## src/rtl/pipeline_ctrl_pkg.sv

```systemverilog
// ============================================================================
// Module   : pipeline_pkg
// Purpose  : Shared types and constants for the five-stage pipeline controller.
// Revision : 1.0 - initial release
// ============================================================================
`default_nettype none

package pipeline_pkg;

    localparam int STATE_W     = 3;
    localparam int FLUSH_CNT_W = 4;

    localparam int STG_IF  = 0;
    localparam int STG_ID  = 1;
    localparam int STG_EXE = 2;
    localparam int STG_MEM = 3;
    localparam int STG_WB  = 4;

    typedef enum logic [STATE_W-1:0] {
        ST_IDLE   = 3'd0,
        ST_RUN    = 3'd1,
        ST_FLUSH  = 3'd2,
        ST_DRAIN  = 3'd3,
        ST_HALTED = 3'd4
    } state_e;

endpackage

`default_nettype wire

```

## src/rtl/pipeline_ctrl_if.sv

```systemverilog
// ============================================================================
// Module   : pipeline_ctrl_if
// Purpose  : Handshake bundle between the pipeline controller and the stages.
// Revision : 1.0 - initial release
// ============================================================================
`default_nettype none

interface pipeline_ctrl_if;
    import pipeline_pkg::*;

    logic                IF_over;
    logic                ID_over;
    logic                EXE_over;
    logic                MEM_over;
    logic                WB_over;
    logic                cancel;
    logic                halt_req;
    logic                resume;

    logic                IF_valid;
    logic                ID_valid;
    logic                EXE_valid;
    logic                MEM_valid;
    logic                WB_valid;
    logic                next_fetch;
    logic                IF_ID_en;
    logic                ID_EXE_en;
    logic                EXE_MEM_en;
    logic                MEM_WB_en;
    logic                halted;
    logic [STATE_W-1:0]  state;

    modport master (
        input  IF_over, ID_over, EXE_over, MEM_over, WB_over,
        input  cancel, halt_req, resume,
        output IF_valid, ID_valid, EXE_valid, MEM_valid, WB_valid,
        output next_fetch, IF_ID_en, ID_EXE_en, EXE_MEM_en, MEM_WB_en,
        output halted, state
    );

    modport slave (
        output IF_over, ID_over, EXE_over, MEM_over, WB_over,
        output cancel, halt_req, resume,
        input  IF_valid, ID_valid, EXE_valid, MEM_valid, WB_valid,
        input  next_fetch, IF_ID_en, ID_EXE_en, EXE_MEM_en, MEM_WB_en,
        input  halted, state
    );

endinterface

`default_nettype wire

```

## src/rtl/pipeline_ctrl_slot.sv

```systemverilog
// ============================================================================
// Module   : pipe_stage_slot
// Purpose  : One stage valid flop with its allow-in term.
// Revision : 1.0 - initial release
// ============================================================================
`default_nettype none

module pipe_stage_slot (
    input  wire logic clk,
    input  wire logic reset,
    input  wire logic in_fire_i,
    input  wire logic over_i,
    input  wire logic next_allow_i,
    input  wire logic flush_i,
    output logic      valid_o,
    output logic      allow_o
);

    logic valid_q;
    logic valid_d;

    always_comb begin
        valid_d = valid_q;
        if (flush_i) begin
            valid_d = 1'b0;
        end else if (in_fire_i) begin
            valid_d = 1'b1;
        end else if (valid_q && over_i && next_allow_i) begin
            valid_d = 1'b0;
        end
    end

    always_ff @(posedge clk or posedge reset) begin
        if (reset) begin
            valid_q <= 1'b0;
        end else begin
            valid_q <= valid_d;
        end
    end

    assign valid_o = valid_q;
    assign allow_o = ~valid_q | (over_i & next_allow_i);

endmodule

`default_nettype wire

```

## src/rtl/pipeline_ctrl.sv

```systemverilog
// ============================================================================
// Module   : pipeline_ctrl
// Purpose  : Valid/allow-in sequencing, cancel flush and drain/halt control
//            for the IF-ID-EXE-MEM-WB pipeline. Optional performance counters
//            are enabled with `define PIPE_PERF_CNT_EN.
// Revision : 1.0 - initial release
// ============================================================================
`default_nettype none

module pipeline_ctrl
    import pipeline_pkg::*;
#(
    parameter int FLUSH_CYCLES = 1,
    parameter int CNT_W        = 32
) (
    input  wire logic         clk,
    input  wire logic         reset,
    pipeline_ctrl_if.master   bus
`ifdef PIPE_PERF_CNT_EN
    ,
    output logic [CNT_W-1:0]  retire_cnt,
    output logic [CNT_W-1:0]  id_stall_cnt,
    output logic [CNT_W-1:0]  flush_cnt
`endif
);

    if (FLUSH_CYCLES < 1 || FLUSH_CYCLES > 15 || CNT_W < 1) begin : g_param_check
        $error("pipeline_ctrl: FLUSH_CYCLES must be 1..15 and CNT_W >= 1");
    end

    localparam logic [FLUSH_CNT_W-1:0] C_FLUSH_LOAD = FLUSH_CNT_W'(FLUSH_CYCLES);

    state_e                  state_q, state_d;
    logic [FLUSH_CNT_W-1:0]  flush_cnt_q, flush_cnt_d;
    logic                    if_valid_q, if_valid_d;

    logic                    w_flush_now;
    logic                    w_next_fetch;
    logic                    w_if_allow, w_id_allow, w_exe_allow, w_mem_allow, w_wb_allow;
    logic                    w_id_valid, w_exe_valid, w_mem_valid, w_wb_valid;
    logic                    w_if_id_en, w_id_exe_en, w_exe_mem_en, w_mem_wb_en;
    logic [4:0]              w_valid;

    assign w_flush_now = bus.cancel & w_wb_valid;

    // The cancelling instruction lives in WB, so MEM->WB is never squashed.
    assign w_if_allow   = ~if_valid_q | (bus.IF_over & w_id_allow);
    assign w_if_id_en   = if_valid_q  & bus.IF_over  & w_id_allow  & ~w_flush_now;
    assign w_id_exe_en  = w_id_valid  & bus.ID_over  & w_exe_allow & ~w_flush_now;
    assign w_exe_mem_en = w_exe_valid & bus.EXE_over & w_mem_allow & ~w_flush_now;
    assign w_mem_wb_en  = w_mem_valid & bus.MEM_over & w_wb_allow;

    assign w_next_fetch = (state_q == ST_RUN) & w_if_allow & ~w_flush_now;

    pipe_stage_slot u_id_slot (
        .clk(clk), .reset(reset), .in_fire_i(w_if_id_en), .over_i(bus.ID_over),
        .next_allow_i(w_exe_allow), .flush_i(w_flush_now),
        .valid_o(w_id_valid), .allow_o(w_id_allow)
    );

    pipe_stage_slot u_exe_slot (
        .clk(clk), .reset(reset), .in_fire_i(w_id_exe_en), .over_i(bus.EXE_over),
        .next_allow_i(w_mem_allow), .flush_i(w_flush_now),
        .valid_o(w_exe_valid), .allow_o(w_exe_allow)
    );

    pipe_stage_slot u_mem_slot (
        .clk(clk), .reset(reset), .in_fire_i(w_exe_mem_en), .over_i(bus.MEM_over),
        .next_allow_i(w_wb_allow), .flush_i(w_flush_now),
        .valid_o(w_mem_valid), .allow_o(w_mem_allow)
    );

    pipe_stage_slot u_wb_slot (
        .clk(clk), .reset(reset), .in_fire_i(w_mem_wb_en), .over_i(bus.WB_over),
        .next_allow_i(1'b1), .flush_i(1'b0),
        .valid_o(w_wb_valid), .allow_o(w_wb_allow)
    );

    always_comb begin
        if_valid_d = if_valid_q;
        if (w_flush_now) begin
            if_valid_d = 1'b0;
        end else if (w_next_fetch) begin
            if_valid_d = 1'b1;
        end else if (w_if_id_en) begin
            if_valid_d = 1'b0;
        end
    end

    assign w_valid[STG_IF]  = if_valid_q;
    assign w_valid[STG_ID]  = w_id_valid;
    assign w_valid[STG_EXE] = w_exe_valid;
    assign w_valid[STG_MEM] = w_mem_valid;
    assign w_valid[STG_WB]  = w_wb_valid;

    always_comb begin
        state_d     = state_q;
        flush_cnt_d = flush_cnt_q;
        case (state_q)
            ST_IDLE: state_d = ST_RUN;
            ST_RUN: begin
                if (w_flush_now) begin
                    state_d     = ST_FLUSH;
                    flush_cnt_d = C_FLUSH_LOAD;
                end else if (bus.halt_req) begin
                    state_d = ST_DRAIN;
                end
            end
            ST_FLUSH: begin
                if (w_flush_now) begin
                    flush_cnt_d = C_FLUSH_LOAD;
                end else begin
                    // Leave on the cycle the counter reaches zero.
                    flush_cnt_d = flush_cnt_q - FLUSH_CNT_W'(1);
                    if (flush_cnt_q <= FLUSH_CNT_W'(1)) begin
                        flush_cnt_d = '0;
                        state_d     = bus.halt_req ? ST_DRAIN : ST_RUN;
                    end
                end
            end
            ST_DRAIN: begin
                if (w_flush_now) begin
                    state_d = ST_DRAIN;
                end else if (w_valid == 5'b0) begin
                    state_d = ST_HALTED;
                end else if (!bus.halt_req) begin
                    state_d = ST_RUN;
                end
            end
            ST_HALTED: begin
                if (bus.resume) begin
                    state_d = ST_RUN;
                end
            end
            default: state_d = ST_IDLE;
        endcase
    end

    always_ff @(posedge clk or posedge reset) begin
        if (reset) begin
            state_q     <= ST_IDLE;
            flush_cnt_q <= '0;
            if_valid_q  <= 1'b0;
        end else begin
            state_q     <= state_d;
            flush_cnt_q <= flush_cnt_d;
            if_valid_q  <= if_valid_d;
        end
    end

`ifdef PIPE_PERF_CNT_EN
    logic [CNT_W-1:0] retire_cnt_q, id_stall_cnt_q, flush_cnt_perf_q;

    always_ff @(posedge clk or posedge reset) begin
        if (reset) begin
            retire_cnt_q     <= '0;
            id_stall_cnt_q   <= '0;
            flush_cnt_perf_q <= '0;
        end else begin
            if (w_wb_valid && bus.WB_over) retire_cnt_q     <= retire_cnt_q + CNT_W'(1);
            if (w_id_valid && !bus.ID_over) id_stall_cnt_q  <= id_stall_cnt_q + CNT_W'(1);
            if (w_flush_now)                flush_cnt_perf_q <= flush_cnt_perf_q + CNT_W'(1);
        end
    end

    assign retire_cnt   = retire_cnt_q;
    assign id_stall_cnt = id_stall_cnt_q;
    assign flush_cnt    = flush_cnt_perf_q;
`endif

    assign bus.IF_valid   = if_valid_q;
    assign bus.ID_valid   = w_id_valid;
    assign bus.EXE_valid  = w_exe_valid;
    assign bus.MEM_valid  = w_mem_valid;
    assign bus.WB_valid   = w_wb_valid;
    assign bus.next_fetch = w_next_fetch;
    assign bus.IF_ID_en   = w_if_id_en;
    assign bus.ID_EXE_en  = w_id_exe_en;
    assign bus.EXE_MEM_en = w_exe_mem_en;
    assign bus.MEM_WB_en  = w_mem_wb_en;
    assign bus.halted     = (state_q == ST_HALTED);
    assign bus.state      = state_q;

endmodule

`default_nettype wire

```

## src/flat_wrapper.sv

```systemverilog
// flat-port wrapper written by rule: the top's interface ports become plain ports
module pipeline_ctrl_flat import pipeline_pkg::*;
#(
    parameter int FLUSH_CYCLES = 1,
    parameter int CNT_W        = 32
)
  (clk, reset, bus_IF_over, bus_ID_over, bus_EXE_over, bus_MEM_over, bus_WB_over, bus_cancel, bus_halt_req, bus_resume, bus_IF_valid, bus_ID_valid, bus_EXE_valid, bus_MEM_valid, bus_WB_valid, bus_next_fetch, bus_IF_ID_en, bus_ID_EXE_en, bus_EXE_MEM_en, bus_MEM_WB_en, bus_halted, bus_state);
  pipeline_ctrl_if bus_i ();
  input  wire logic clk;
  input  wire logic reset;
  input wire logic [$bits(bus_i.IF_over)-1:0] bus_IF_over;
  input wire logic [$bits(bus_i.ID_over)-1:0] bus_ID_over;
  input wire logic [$bits(bus_i.EXE_over)-1:0] bus_EXE_over;
  input wire logic [$bits(bus_i.MEM_over)-1:0] bus_MEM_over;
  input wire logic [$bits(bus_i.WB_over)-1:0] bus_WB_over;
  input wire logic [$bits(bus_i.cancel)-1:0] bus_cancel;
  input wire logic [$bits(bus_i.halt_req)-1:0] bus_halt_req;
  input wire logic [$bits(bus_i.resume)-1:0] bus_resume;
  output wire logic [$bits(bus_i.IF_valid)-1:0] bus_IF_valid;
  output wire logic [$bits(bus_i.ID_valid)-1:0] bus_ID_valid;
  output wire logic [$bits(bus_i.EXE_valid)-1:0] bus_EXE_valid;
  output wire logic [$bits(bus_i.MEM_valid)-1:0] bus_MEM_valid;
  output wire logic [$bits(bus_i.WB_valid)-1:0] bus_WB_valid;
  output wire logic [$bits(bus_i.next_fetch)-1:0] bus_next_fetch;
  output wire logic [$bits(bus_i.IF_ID_en)-1:0] bus_IF_ID_en;
  output wire logic [$bits(bus_i.ID_EXE_en)-1:0] bus_ID_EXE_en;
  output wire logic [$bits(bus_i.EXE_MEM_en)-1:0] bus_EXE_MEM_en;
  output wire logic [$bits(bus_i.MEM_WB_en)-1:0] bus_MEM_WB_en;
  output wire logic [$bits(bus_i.halted)-1:0] bus_halted;
  output wire logic [$bits(bus_i.state)-1:0] bus_state;
  assign bus_i.IF_over = bus_IF_over;
  assign bus_i.ID_over = bus_ID_over;
  assign bus_i.EXE_over = bus_EXE_over;
  assign bus_i.MEM_over = bus_MEM_over;
  assign bus_i.WB_over = bus_WB_over;
  assign bus_i.cancel = bus_cancel;
  assign bus_i.halt_req = bus_halt_req;
  assign bus_i.resume = bus_resume;
  assign bus_IF_valid = bus_i.IF_valid;
  assign bus_ID_valid = bus_i.ID_valid;
  assign bus_EXE_valid = bus_i.EXE_valid;
  assign bus_MEM_valid = bus_i.MEM_valid;
  assign bus_WB_valid = bus_i.WB_valid;
  assign bus_next_fetch = bus_i.next_fetch;
  assign bus_IF_ID_en = bus_i.IF_ID_en;
  assign bus_ID_EXE_en = bus_i.ID_EXE_en;
  assign bus_EXE_MEM_en = bus_i.EXE_MEM_en;
  assign bus_MEM_WB_en = bus_i.MEM_WB_en;
  assign bus_halted = bus_i.halted;
  assign bus_state = bus_i.state;
  pipeline_ctrl #(.FLUSH_CYCLES(FLUSH_CYCLES), .CNT_W(CNT_W)) u_core (.clk(clk), .reset(reset), .bus(bus_i));
endmodule
```

## config.mk

```make
export PLATFORM = sky130hd
export DESIGN_NAME = pipeline_ctrl_flat
export DESIGN_NICKNAME = d
export VERILOG_FILES = /design/src/rtl/pipeline_ctrl_pkg.sv /design/src/rtl/pipeline_ctrl_if.sv /design/src/rtl/pipeline_ctrl_slot.sv /design/src/rtl/pipeline_ctrl.sv /design/src/flat_wrapper.sv
export SDC_FILE = /design/constraint.sdc
export NUM_CORES = 1
export LEC_CHECK = 0
export ABC_AREA = 1
export CAP_MARGIN = 20
export CORE_MARGIN = 4
export CORE_UTILIZATION = 35
export DETAILED_ROUTE_END_ITERATION = 12
export PLACE_DENSITY = 0.66
export SLEW_MARGIN = 20
export SYNTH_ARGS = -nofsm -noshare
export SYNTH_HDL_FRONTEND = slang
export SYNTH_SLANG_ARGS = --single-unit
```

## constraint.sdc

```tcl
create_clock -name clk -period 3.7 [get_ports clk]
set_clock_uncertainty 0.1 [all_clocks]
set_input_delay 0.74 -clock clk [delete_from_list [all_inputs] [get_ports clk]]
set_output_delay 0.74 -clock clk [all_outputs]
set_load 0.02 [all_outputs]
```

# After elaboration in Yosys (flattened, before gate mapping)
# Cells that the tools add are included.
[classes] n_addsub=1 magnitude_cmp=1 eq_ne=10 mux=28 n_bitwise=29 reduce_logical=17
[ops] cell="3-bit two-way mux" count=8
[ops] cell="1-bit AND" count=18
[ops] cell="3-bit case mux with 5 select lines" count=1
[ops] cell="1-bit two-way mux" count=14
[ops] cell="4-bit two-way mux" count=3
[ops] cell="3-bit nonzero test" count=4
[ops] cell="4-bit case mux with 2 select lines" count=1
[ops] cell="1-bit logical AND" count=7
[ops] cell="3-bit by 2-bit == test with 1-bit output, second input constant" count=2
[ops] cell="1-bit inverter" count=6
[ops] cell="5-bit zero test" count=1
[ops] cell="1-bit OR" count=5
[ops] cell="5-bit AND reduction" count=1
[ops] cell="4-bit by 1-bit less-or-equal comparator with 1-bit output, second input constant" count=1
[ops] cell="2-bit by 1-bit inequality test with 1-bit output, second input constant" count=2
[ops] cell="2-bit inequality test, second input constant" count=2
[ops] cell="4-bit by 2-bit inequality test with 1-bit output, second input constant" count=1
[ops] cell="2-bit nonzero test" count=2
[ops] cell="4-bit by 1-bit subtractor with 4-bit output, second input constant" count=1
[ops] cell="3-bit by 1-bit == test with 1-bit output, second input constant" count=1
[ops] cell="3-bit == test, second input constant" count=1
[ops] cell="3-bit zero test" count=1
[ops] cell="3-bit by 2-bit inequality test with 1-bit output, second input constant" count=1
[ops] cell="2-bit two-way mux" count=1
[ops] cell="2-bit AND reduction" count=1
[word_totals] ff_bits=12 in_bits=10

# Logic depth before layout (Yosys ltp)
[depth] ltp_word=14 mapped_depth=11

# Modules after synthesis
# A second synthesis with hierarchy kept.
[unflattened] cells_unflattened=110 area_unflattened_um2=812.0
[modules_own_cells] module="pipeline_ctrl" instances=1 cells_each=86 area_each_um2=606.8
[modules_own_cells] module="pipe_stage_slot" instances=4 cells_each=6 area_each_um2=51.3

# Least setup slack after synthesis
# OpenSTA, ideal clock, no wires.
[synth_path] kind="in2out" from="input port bus_WB_over" to="output port bus_IF_ID_en" arrival_time_ns=1.717 path_slack_ns=1.143 path_stages=10 n_path_buf=0 path_cell_list="inv_1 > nand2_1 > nand2_2 > nand2_2 > nand2_2 > nand2_2 > nand2_4 > nand2_4 > nand2_4 > nor3_1"
[synth_via] elab_chain_len=9
[synth_rtl] element="start, declared" line_no="flat_wrapper.sv:15" text="input wire logic [$bits(bus_i.WB_over)-1:0] bus_WB_over;"
[synth_rtl] element="1-bit OR" line_no="pipeline_ctrl_slot.sv:42" text="assign allow_o = ~valid_q | (over_i & next_allow_i);"
[synth_rtl] element="1-bit AND" line_no="pipeline_ctrl_slot.sv:42"
[synth_rtl] element="1-bit OR" line_no="pipeline_ctrl_slot.sv:42"
[synth_rtl] element="1-bit AND" line_no="pipeline_ctrl_slot.sv:42"
[synth_rtl] element="1-bit OR" line_no="pipeline_ctrl_slot.sv:42"
[synth_rtl] element="1-bit AND" line_no="pipeline_ctrl_slot.sv:42"
[synth_rtl] element="1-bit OR" line_no="pipeline_ctrl_slot.sv:42"
[synth_rtl] element="1-bit AND (2 in series)" line_no="pipeline_ctrl.sv:48" text="assign w_if_id_en = if_valid_q & bus.IF_over & w_id_allow & ~w_flush_now;"
[synth_rtl] element="end, declared" line_no="flat_wrapper.sv:25" text="output wire logic [$bits(bus_i.IF_ID_en)-1:0] bus_IF_ID_en;"
# Every way passes these cells.

# Worst setup path in the final report
# Ends and elaborated chain as after synthesis.

==> metrics <==
Synth top area share 39.54%; Core ar. 0.002002 mm²; initial antenna violation count 0; clk slew on worst S/H paths 80 ps; commonest non-fill, non-tap cell in the layout clkdlybuf4s50_1; diodes inserted 0; count of cell types in the netlist 23; max-cap violations 0; synth top area cells dfrtp_1, a21oi_1, inv_1; Clk pwr share 12.0%; Hold Path Depth 2; crit end category primary output; Port Buffer Count 23; Final WS setup 342.2 ps; Worst Tran Pin Value 484.5 ps; Max Clk Rate 0.2978 GHz; setup tns final 0 ps; Synth Register Bits 12; Net Sw Frac 46.64%; hold buffer count at CTS 0; internal power 478.8 µW; number of global-route vias before repair 711; sequential power share 27.6%; most frequent cells in the layout clkdlybuf4s50_1, dfrtp_1, inv_1; Die Y 54.58 µm; Slew HR 67.67%; average wire per standard cell 11.66 µm; GRT Resource Usage Total 14.17%; # clock sinks 12; Worst R2R Path Depth 9; clock tree buffer depth 2; Layout Area Growth over Synthesis 39.54%; routed vias/inst 4.719; final core utilization 52.94%; fin crit share 90.75%; Finished Layout Cells 146; GR Overflow Total 0; Net Sw Power 418.6 µW; syn nets 104; CTS Root Cell clkbuf_4; Syn Inst Count 92; clk_lat worst skew 280 ps; Worst EP arrival 2520 ps; startpoint types input port; Placement Setup Slack 328.1 ps; Pwr Density 846.8 mW/mm²; Mean Syn Cell Area 8.255 µm²; drt first pass iters 2; RD Place Congestion 0.8619; CTS buffer count 3; Syn. warnings 0; Initial Utilization 37.94%; antenna-violating nets left 0; Hold Vio Cnt, Final 0; outcome finished clean; Tmin final 3358 ps; residual DRC count 0; Setup Buffers After CTS 0; via count 689; # H-tree levels 1; Die ar. 0.002979 mm²; Mapped Area 759.5 µm²; Yosys top cell by area dfrtp_1; Chip Width 54.58 µm; placed cell area 0.001023 mm²; final wirelength 1703 µm; CTS tree yes; Hold Crit Class reg -> reg; IO Count 24; Std-Cell Rows 16; cts repair resizes 0; sequential area share after synthesis 39.54%; Iter 0 DRT Violations 5; fin area 0.001060 mm²; final setup fails 0; dpl hpwl 1343 µm; leakage power 0.0004811 µW; Comb pwr share 60.4%; CP Max Fanout 3; VDD IR max 0.0004362 V; share of cells above drive strength 1 23.53%; critical path class in -> out; NumNets Final 132; # placed instances 142; largest net degree at the start of global routing 13; first-pass GRT wire length 3063 µm; Final Max Tran Viols 0; RSZ-0062 raised after global routing no; worst path required time 2860 ps
[cell usage after synthesis (all sizes together)]
library cell,n
a21oi,11
dfrtp,12
ha,2
inv,17
nand2,16
nand3,6
nand4,3
nor2,9
nor3,5
o21ai,5
o21bai,3
o22ai,2
xnor2,1
[power groups by stage]
| stage | Clock (µW) | Combinational [µW] | Sequential (µW) |
|---|---|---|---|
| 4_1_cts | 111 | 545 | 248 |
| 3_5_place_dp | 0 | 541 | 251 |
| 3_3_place_gp | 0 | 532 | 249 |
| 5_1_grt | 118 | 598 | 258 |
| 2_1_floorplan | 0 | 314 | 288 |
| 6_report | 108 | 542 | 248 |
[through the flow]
stage                     power [µW]  hold WS, ps
after CTS                      903.6        449.3
after floorplan                602.4        392.2
after global routing           973.5        494.8
final                          897.4        441.8
after detailed placement       791.9        431.4
after global placement         781.0        419.2
[registers in the layout, summed over array words and instances, names as in the netlist]
name / flops
u_core.u_id_slot.valid_o: 1
u_core.bus.IF_valid: 1
u_core.flush_cnt_q: 4
u_core.u_mem_slot.valid_o: 1
u_core.u_wb_slot.valid_o: 1
u_core.u_exe_slot.valid_o: 1
u_core.bus.state: 3
[logic make-up (layout without fill, tap and decap cells)]
| logic type | count (synthesis) | in the layout | synth area share, % |
|---|---|---|---|
| buffers and inverters | 17 | 44 | 8.402 |
| flip-flops | 12 | 12 | 39.54 |
| AO/OA/AOI/OAI | 21 | 21 | 16.15 |
| adder cells (fa/ha/maj) | 2 | 2 | 3.294 |
| AND/OR/NAND/NOR | 39 | 39 | 31.47 |
| XOR/XNOR | 1 | 1 | 1.153 |
[final cells by class]
cell class	instances	area, µm²
fillers	180	942.2
multi-input cells	63	395.4
flip-flops and latches	12	300.3
repair buffers	23	230.2
inverters	17	63.81
clock buffers	4	36.28
well taps	27	33.78
[worst max-delay path, stage by stage]
cell and delay [ps]:
clkdlybuf4s50_1 450, inv_1 30, nand2_1 70, nand2_2 70, nand2_2 80, nand2_2 50
nand2_2 80, nand2_4 60, nand2_4 60, nand2_4 50, nor3_1 140, clkdlybuf4s50_1 630
[worst paths after layout]
kind	startpoint	end	slack [ps]
max	bus_WB_over	bus_IF_ID_en	340
min	u_core.flush_cnt_q[3]	u_core.flush_cnt_q[3]	440
max reg2reg	u_core.flush_cnt_q[0]	u_core.bus.state[1]	2130
min reg2reg	u_core.flush_cnt_q[3]	u_core.flush_cnt_q[3]	440
max in group asynchronous	reset	u_core.flush_cnt_q[0]	2490
min in group asynchronous	reset	u_core.u_exe_slot.valid_o	680
[layer usage]
metal	up-vias	track usage, %	share of wire (%)	routed length [µm]
li1	360	-	-	-
met4	0	2.490	0	0
met1	313	18.17	49	826
met3	0	4.905	4.9	83
met5	-	0	0	0
met2	16	23.03	47	793
(Power assumes the default switching activity.)
